File: config.mk
export PLATFORM = sky130hd
export DESIGN_NAME = gslcd_fetch_sched_flat
export DESIGN_NICKNAME = d
export VERILOG_FILES = /design/src/rtl/gslcd_pkg.sv /design/src/rtl/gslcd_fetch_sched_if.sv /design/src/rtl/gslcd_credit_cnt.sv /design/src/rtl/gslcd_fetch_sched.sv /design/src/flat_wrapper.sv
export SDC_FILE = /design/constraint.sdc
export NUM_CORES = 1
export LEC_CHECK = 0
export BUFFER_PORTS_ARGS = -buffer_cell sky130_fd_sc_hd__buf_2
export CORE_MARGIN = 2
export CORE_UTILIZATION = 43
export DETAILED_ROUTE_END_ITERATION = 16
export PLACE_DENSITY = 0.69
export SLEW_MARGIN = 15
export SYNTH_ARGS = -nofsm -noshare
export SYNTH_HDL_FRONTEND = slang
export SYNTH_SLANG_ARGS = --single-unit
File: constraint.sdc
create_clock -name m00_axi_aclk -period 2.8 [get_ports m00_axi_aclk]
set_clock_uncertainty 0.05 [all_clocks]
set_input_delay 0.28 -clock m00_axi_aclk [delete_from_list [all_inputs] [get_ports m00_axi_aclk]]
set_output_delay 0.28 -clock m00_axi_aclk [all_outputs]
set_load 0.01 [all_outputs]
File: src/rtl/gslcd_pkg.sv
// Shared types, AXI constants and width helper for the gslcd framebuffer fetch path.
package gslcd_pkg;

    typedef enum logic [1:0] {
        StIdle,
        StWaitFrame,
        StIssue,
        StDrain
    } fetch_state_e;

    localparam logic [2:0] ARSIZE_4B    = 3'b010;
    localparam logic [1:0] ARBURST_INCR = 2'b01;

    // Bits needed to hold values 0..value-1; never returns less than 1.
    function automatic int unsigned clog2(input int unsigned value);
        int unsigned width;
        width = 0;
        while (width < 32 && (32'd1 << width) < value) begin
            width++;
        end
        return (width == 0) ? 1 : width;
    endfunction

endpackage

File: src/rtl/gslcd_fetch_sched_if.sv
// M00 AXI read-address and read-data signals used by the fetch scheduler.
interface gslcd_fetch_sched_if #(
    parameter int unsigned C_M00_AXI_ADDR_WIDTH = 32
);
    logic [C_M00_AXI_ADDR_WIDTH-1:0] araddr;
    logic [7:0]                      arlen;
    logic                            arvalid;
    logic                            arready;
    logic                            rvalid;
    logic                            rlast;
    logic                            rready;

    modport master (
        output araddr, arlen, arvalid, rready,
        input  arready, rvalid, rlast
    );

    modport slave (
        input  araddr, arlen, arvalid, rready,
        output arready, rvalid, rlast
    );
endinterface

File: src/rtl/gslcd_credit_cnt.sv
// Outstanding-burst and reserved-FIFO-word counters; AR and R events in one cycle net together.
module gslcd_credit_cnt #(
    parameter int unsigned BurstLen = 16,
    parameter int unsigned OutW     = 3,
    parameter int unsigned RsvW     = 7
) (
    input  logic            clk,
    input  logic            rst_n,
    input  logic            ar_done,
    input  logic            r_beat,
    input  logic            r_last,
    output logic [OutW-1:0] outstanding,
    output logic [RsvW-1:0] reserved
);

    logic [OutW-1:0] outstanding_q, outstanding_d;
    logic [RsvW-1:0] reserved_q, reserved_d;

    always_comb begin
        outstanding_d = outstanding_q;
        reserved_d    = reserved_q;
        if (ar_done) begin
            outstanding_d = outstanding_d + OutW'(1);
            reserved_d    = reserved_d + RsvW'(BurstLen);
        end
        // Zero guards keep a stray beat from wrapping the counters.
        if (r_beat && reserved_d != '0) begin
            reserved_d = reserved_d - RsvW'(1);
        end
        if (r_beat && r_last && outstanding_d != '0) begin
            outstanding_d = outstanding_d - OutW'(1);
        end
    end

    always_ff @(posedge clk or negedge rst_n) begin
        if (!rst_n) begin
            outstanding_q <= '0;
            reserved_q    <= '0;
        end else begin
            outstanding_q <= outstanding_d;
            reserved_q    <= reserved_d;
        end
    end

    assign outstanding = outstanding_q;
    assign reserved    = reserved_q;

endmodule

File: src/rtl/gslcd_fetch_sched.sv
// Framebuffer fetch scheduler: issues M00 AXI read bursts only when the pixel FIFO can absorb them.
// Optional page flipping between fb_base0/fb_base1 is enabled by defining GSLCD_FETCH_DBUF_EN.
module gslcd_fetch_sched #(
    parameter int unsigned C_M00_AXI_ADDR_WIDTH = 32,
    parameter int unsigned C_M00_AXI_BURST_LEN  = 16,
    parameter int unsigned C_FRAME_WORDS        = 130560,
    parameter int unsigned C_MAX_OUTSTANDING    = 4,
    parameter int unsigned C_FIFO_CNT_WIDTH     = 10
) (
    input  logic                            m00_axi_aclk,
    input  logic                            m00_axi_aresetn,
    input  logic                            enable,
    input  logic [C_M00_AXI_ADDR_WIDTH-1:0] fb_base0,
    input  logic [C_M00_AXI_ADDR_WIDTH-1:0] fb_base1,
    input  logic                            fb_sel,
    input  logic                            frame_start,
    input  logic [C_FIFO_CNT_WIDTH-1:0]     fifo_free,
    input  logic                            underrun_clr,
    gslcd_fetch_sched_if.master             m00_axi,
    output logic                            busy,
    output logic                            underrun,
    output logic                            active_buf
);
    import gslcd_pkg::*;

    localparam int unsigned AW   = C_M00_AXI_ADDR_WIDTH;
    localparam int unsigned IdxW = clog2(C_FRAME_WORDS + 1);
    localparam int unsigned OutW = clog2(C_MAX_OUTSTANDING + 1);
    localparam int unsigned RsvW = clog2(C_MAX_OUTSTANDING * C_M00_AXI_BURST_LEN + 1);

    fetch_state_e    state_q, state_d;
    logic [AW-1:0]   base_q, base_d, araddr_q, araddr_d, sel_base;
    logic [IdxW-1:0] word_idx_q, word_idx_d;
    logic            arvalid_q, arvalid_d, rready_q;
    logic            underrun_q, underrun_d, active_buf_q, active_buf_d, sel_buf;
    logic [OutW-1:0] outstanding;
    logic [RsvW-1:0] reserved;
    logic            ar_done, r_beat, frame_done, can_issue;

`ifdef GSLCD_FETCH_DBUF_EN
    assign sel_buf  = fb_sel;
    assign sel_base = fb_sel ? fb_base1 : fb_base0;
`else
    logic unused_dbuf;
    assign sel_buf     = 1'b0;
    assign sel_base    = fb_base0;
    assign unused_dbuf = ^{fb_base1, fb_sel};
`endif

    assign ar_done    = arvalid_q & m00_axi.arready;
    assign r_beat     = m00_axi.rvalid & rready_q;
    assign frame_done = 32'(word_idx_q) >= C_FRAME_WORDS;
    // FIFO space is compared against words already pledged to in-flight bursts.
    assign can_issue  = (32'(outstanding) < C_MAX_OUTSTANDING) &&
                        (32'(fifo_free) >= 32'(reserved) + C_M00_AXI_BURST_LEN) &&
                        !frame_done;

    gslcd_credit_cnt #(
        .BurstLen (C_M00_AXI_BURST_LEN),
        .OutW     (OutW),
        .RsvW     (RsvW)
    ) u_credit (
        .clk         (m00_axi_aclk),
        .rst_n       (m00_axi_aresetn),
        .ar_done     (ar_done),
        .r_beat      (r_beat),
        .r_last      (m00_axi.rlast),
        .outstanding (outstanding),
        .reserved    (reserved)
    );

    always_comb begin
        state_d      = state_q;
        base_d       = base_q;
        active_buf_d = active_buf_q;
        word_idx_d   = word_idx_q;
        araddr_d     = araddr_q;
        arvalid_d    = arvalid_q;
        underrun_d   = underrun_q;
        if (ar_done) begin
            arvalid_d  = 1'b0;
            word_idx_d = word_idx_q + IdxW'(C_M00_AXI_BURST_LEN);
        end
        unique case (state_q)
            StIdle: begin
                if (enable) state_d = StWaitFrame;
            end
            StWaitFrame: begin
                if (!enable) begin
                    state_d = StIdle;
                end else if (frame_start) begin
                    base_d       = sel_base;
                    active_buf_d = sel_buf;
                    word_idx_d   = '0;
                    state_d      = StIssue;
                end
            end
            StIssue: begin
                // A pending address is held until accepted before leaving ISSUE.
                if ((frame_done || !enable) && !arvalid_q) begin
                    state_d = StDrain;
                end else if (enable && !arvalid_q && can_issue) begin
                    arvalid_d = 1'b1;
                    araddr_d  = base_q + (AW'(word_idx_q) << 2);
                end
            end
            StDrain: begin
                if (outstanding == '0) state_d = enable ? StWaitFrame : StIdle;
            end
            default: state_d = StIdle;
        endcase
        if (frame_start && (state_q == StIssue || state_q == StDrain)) begin
            underrun_d = 1'b1;
        end else if (underrun_clr) begin
            underrun_d = 1'b0;
        end
    end

    always_ff @(posedge m00_axi_aclk or negedge m00_axi_aresetn) begin
        if (!m00_axi_aresetn) begin
            state_q      <= StIdle;
            base_q       <= '0;
            araddr_q     <= '0;
            word_idx_q   <= '0;
            arvalid_q    <= 1'b0;
            rready_q     <= 1'b0;
            underrun_q   <= 1'b0;
            active_buf_q <= 1'b0;
        end else begin
            state_q      <= state_d;
            base_q       <= base_d;
            araddr_q     <= araddr_d;
            word_idx_q   <= word_idx_d;
            arvalid_q    <= arvalid_d;
            rready_q     <= 1'b1;
            underrun_q   <= underrun_d;
            active_buf_q <= active_buf_d;
        end
    end

    assign m00_axi.araddr  = araddr_q;
    assign m00_axi.arlen   = 8'(C_M00_AXI_BURST_LEN - 1);
    assign m00_axi.arvalid = arvalid_q;
    assign m00_axi.rready  = rready_q;
    assign busy            = (state_q == StIssue) || (state_q == StDrain);
    assign underrun        = underrun_q;
    assign active_buf      = active_buf_q;

endmodule
File: src/flat_wrapper.sv
// flat-port wrapper written by rule: the top's interface ports become plain ports
module gslcd_fetch_sched_flat import gslcd_pkg::*;
#(
    parameter int unsigned C_M00_AXI_ADDR_WIDTH = 32,
    parameter int unsigned C_M00_AXI_BURST_LEN  = 16,
    parameter int unsigned C_FRAME_WORDS        = 130560,
    parameter int unsigned C_MAX_OUTSTANDING    = 4,
    parameter int unsigned C_FIFO_CNT_WIDTH     = 10
)
  (m00_axi_aclk, m00_axi_aresetn, enable, fb_base0, fb_base1, fb_sel, frame_start, fifo_free, underrun_clr, busy, underrun, active_buf, m00_axi_araddr, m00_axi_arlen, m00_axi_arvalid, m00_axi_rready, m00_axi_arready, m00_axi_rvalid, m00_axi_rlast);
  gslcd_fetch_sched_if #(.C_M00_AXI_ADDR_WIDTH(C_M00_AXI_ADDR_WIDTH)) m00_axi_i ();
  input  logic m00_axi_aclk;
  input  logic m00_axi_aresetn;
  input  logic enable;
  input  logic [C_M00_AXI_ADDR_WIDTH-1:0] fb_base0;
  input  logic [C_M00_AXI_ADDR_WIDTH-1:0] fb_base1;
  input  logic fb_sel;
  input  logic frame_start;
  input  logic [C_FIFO_CNT_WIDTH-1:0] fifo_free;
  input  logic underrun_clr;
  output logic busy;
  output logic underrun;
  output logic active_buf;
  output wire logic [$bits(m00_axi_i.araddr)-1:0] m00_axi_araddr;
  output wire logic [$bits(m00_axi_i.arlen)-1:0] m00_axi_arlen;
  output wire logic [$bits(m00_axi_i.arvalid)-1:0] m00_axi_arvalid;
  output wire logic [$bits(m00_axi_i.rready)-1:0] m00_axi_rready;
  input wire logic [$bits(m00_axi_i.arready)-1:0] m00_axi_arready;
  input wire logic [$bits(m00_axi_i.rvalid)-1:0] m00_axi_rvalid;
  input wire logic [$bits(m00_axi_i.rlast)-1:0] m00_axi_rlast;
  assign m00_axi_araddr = m00_axi_i.araddr;
  assign m00_axi_arlen = m00_axi_i.arlen;
  assign m00_axi_arvalid = m00_axi_i.arvalid;
  assign m00_axi_rready = m00_axi_i.rready;
  assign m00_axi_i.arready = m00_axi_arready;
  assign m00_axi_i.rvalid = m00_axi_rvalid;
  assign m00_axi_i.rlast = m00_axi_rlast;
  gslcd_fetch_sched #(.C_M00_AXI_ADDR_WIDTH(C_M00_AXI_ADDR_WIDTH), .C_M00_AXI_BURST_LEN(C_M00_AXI_BURST_LEN), .C_FRAME_WORDS(C_FRAME_WORDS), .C_MAX_OUTSTANDING(C_MAX_OUTSTANDING), .C_FIFO_CNT_WIDTH(C_FIFO_CNT_WIDTH)) u_core (.m00_axi_aclk(m00_axi_aclk), .m00_axi_aresetn(m00_axi_aresetn), .enable(enable), .fb_base0(fb_base0), .fb_base1(fb_base1), .fb_sel(fb_sel), .frame_start(frame_start), .fifo_free(fifo_free), .underrun_clr(underrun_clr), .m00_axi(m00_axi_i), .busy(busy), .underrun(underrun), .active_buf(active_buf));
endmodule
==> impl_metrics.toml <==
[sta]
fmax_mhz = 385
maxSlewViolCount = 0
tightestPinTransition_ns = 0.719
post-route-min-period_ns = 2.60
finalWorstSetupSlack_ns = 0.200
holdWs_ns = 0.0545
tns_ns = 0
hold_viol_final = 0
setup_viol = 0
post-route-period-util_pct = 92.9
relSlewSlack_pct = 52.0
rsz0062_at_grt = "false"

[detailed_routing]
drtAntennaViolNets = 0
detail_route.first_pass.iterations = 4
drc = 0
drt-wirelength-per-cell_um = 13.9
viasPerCell = 5.02
route.vias.total = 3884
dr.first_iter.drc_count = 234
wirelength_um = 10700

[critical_path]
crit-reg2reg-launch = "u_core.u_credit.reserved[5]"
worstSetupPathType = "flop to flop"
reg2reg_depth = 11
crit_chain = "ha_1, xnor2_1, ha_1, a2111oi_0, o21ai_0, a21oi_2, buf_4, or2_4, buf_4, nand2b_1, o31a_1"
critPathCaptureType = "flop"
critical_path.max_stage_delay_ns = 0.41
crit_path_max_fanout = 13
crit_arrival_ns = 2.79
cp_top_family = "compound AO/OA/AOI/OAI gates"
r2r_slack_ns = 0.20
crit_path_start_kind = "flop"
crit_buf_inv = 2
critical-path-slowest-cell = "dfrtp_1"
crit_required_ns = 2.98
r2r-end = "u_core.m00_axi.araddr[26]"

[global_route]
grt_pass1_vias = 3831
grt_max_degree = 56
grt_pass1_wl_um = 18200
grt_remaining_overflow = 0
track_usage_pct = 18.2
antenna_found_initial = 0

[die]
die_y_um = 111
start_util_pct = 43.7
ios = 128
dieWidth_um = 111
rows = 39
dieArea_mm2 = 0.0124
core-area_mm2 = 0.0113

[finish]
syn2layout_area_growth_pct = 17.8
layout_common_cells = "nand2_1 (149), dfrtp_1 (92), buf_2 (84)"
fin_nets = 738
drive_above_1_share_pct = 19.7
final_common_cell = "nand2_1"
antenna_cells = 0
fill_cells = 1046

[synth]
ys_ff_latch = 92
synthCells = 538
ys.warnings.count = 0
avgSynthCellArea_um2 = 9.19
synth_area_mm2 = 0.00494
synth_ff_type = "dfrtp_1"
async_reset_ff_share_pct = 100
synth-seq-area-share_pct = 46.6
synth_edf_count = 0
ys_types = 54

[clocking]
clock_latency_ns = 0.35
clock-root-buffer = "clkbuf_16"
cts-htree-levels = 3
numClockSinks = 92
cts_tree = "done"
cts.clk_slew.worst_paths_ns = 0.07
clockBufferDepth = 2
post_cts_buffers = 0
cts_made_buffers = 9

[placed_design]
io_buffers = 85
dp_slack_ns = 0.000210
place_congestion = 0.883
hpwlAfterDp_um = 7960

[worst_hold_path]
min_from = "underrun_clr"
holdPathEnd = "u_core.underrun"
hold_path_class = "input pin to flop"
holdPathStages = 2

[pwr]
ir_drop_mv = 0.487
p_leak_nw = 2.91
total_power_mw = 5.65
power_density_mw_per_mm2 = 970

[run]
drv_cap = 0

[run_status]
status = "complete, no violations"
[worst max-delay path by stage]
stage / start / endpoint / slack (ns) / depth (start not counted)
after floorplan: u_core.u_credit.reserved[4] / u_core.m00_axi.araddr[15] / 0.51 / 9
after global placement: u_core.u_credit.reserved[4] / u_core.m00_axi.araddr[16] / 0.03 / 8
after detailed placement: u_core.u_credit.reserved[5] / u_core.m00_axi.araddr[13] / 0.0002 / 8
after CTS: u_core.word_idx_q[12] / u_core.m00_axi.araddr[26] / 0.09 / 7
after global routing: u_core.u_credit.reserved[5] / u_core.m00_axi.araddr[19] / 0.02 / 10
final: u_core.u_credit.reserved[5] / u_core.m00_axi.araddr[26] / 0.20 / 11
[flip-flops by register name, summed over array words and instances (netlist names), 2 cells and up]
name                         cells
u_core.base_q                   32
u_core.word_idx_q               13
u_core.m00_axi.araddr           32
u_core.u_credit.reserved         7
u_core.state_q                   2
u_core.u_credit.outstanding      3
[routing by layer]
layer	GRT usage (%)	share of wire (%)	vias to the layer above
li1	-	-	1970
met5	0	0	-
met2	28.4	45	99
met3	4.32	5.4	15
met4	7.49	2.0	0
met1	24.4	47	1800
[cell families after synthesis]
| kind of cell | share of synthesized area, % |
|---|---|
| AOI/OAI and AO/OA | 11.6 |
| xor gates and xnor gates | 6.56 |
| adders and majority gates | 7.59 |
| buffers and inverters | 5.27 |
| DFF | 46.6 |
| muxes | 1.90 |
| other | 0.152 |
| and+or+nand+nor | 20.4 |
[cells in the mapped netlist (2+ instances only)]
master	count	share of area, %
conb_1	2	0.15
inv_1	23	1.7
clkbuf_1	11	0.84
nand3_1	12	1.2
o21ai_0	29	2.9
mux2i_1	6	1.2
o22ai_1	2	0.25
nor3b_1	3	0.46
o31ai_1	2	0.30
nand2b_1	7	0.89
nor2_1	25	1.9
a31oi_1	5	0.63
buf_4	11	1.7
o31a_1	4	0.71
xor2_1	16	2.8
o21ai_1	2	0.20
buf_6	4	0.91
a311oi_1	2	0.35
dfrtp_1	92	47
and2_1	2	0.25
mux2_2	3	0.68
o21bai_1	2	0.30
nand4_1	10	1.3
or3_1	2	0.25
ha_1	30	7.6
nor2b_1	2	0.25
xnor2_1	21	3.7
a2111oi_2	2	0.61
and3_1	5	0.63
nor3_1	5	0.51
nand2_1	149	11
and4_1	2	0.35
a21o_1	2	0.30
a41oi_1	2	0.35
a21oi_1	22	2.2
[through the flow]
stage               util [%]  cells  area, µm²
floorplan                  -    546       4970
global placement        48.6    756       5500
detailed placement      48.6    756       5500
CTS                     51.4    773       5810
global route            51.4    773       5820
finish                  51.4    773       5820
[worst register-to-register path, cell delays in order (launching register included)]
cell,delay [ns]
dfrtp_1,0.41
ha_1,0.22
xnor2_1,0.14
ha_1,0.18
a2111oi_0,0.37
o21ai_0,0.18
a21oi_2,0.19
buf_4,0.15
or2_4,0.24
buf_4,0.19
nand2b_1,0.07
o31a_1,0.10
[area by class of cell]
type / instances / area [µm²] / share of cell area (%)
repair buffers: 95 / 531 / 9.11
well taps: 143 / 179 / 3.07
multi-input cells: 404 / 2420 / 41.6
clock buffers: 12 / 256 / 4.40
flip-flops and latches: 92 / 2300 / 39.5
clock inverters: 4 / 47.5 / 0.816
inverters: 23 / 86.3 / 1.48
[power breakdown]
group          internal [mW]  switching (mW)  total (mW)
clock network          0.738           0.514        1.25
logic                  0.906            1.15        2.05
registers               1.90           0.446        2.34
total                   3.54            2.11        5.65
[repair_timing]
item | CTS | global route
hold buffers | 1 | 0
endpoints found under the hold margin | 54 | 0
setup endpoints to repair | 3 | 10
resized for setup | 1 | 2
No activity file was read; power rests on OpenSTA's default activity.
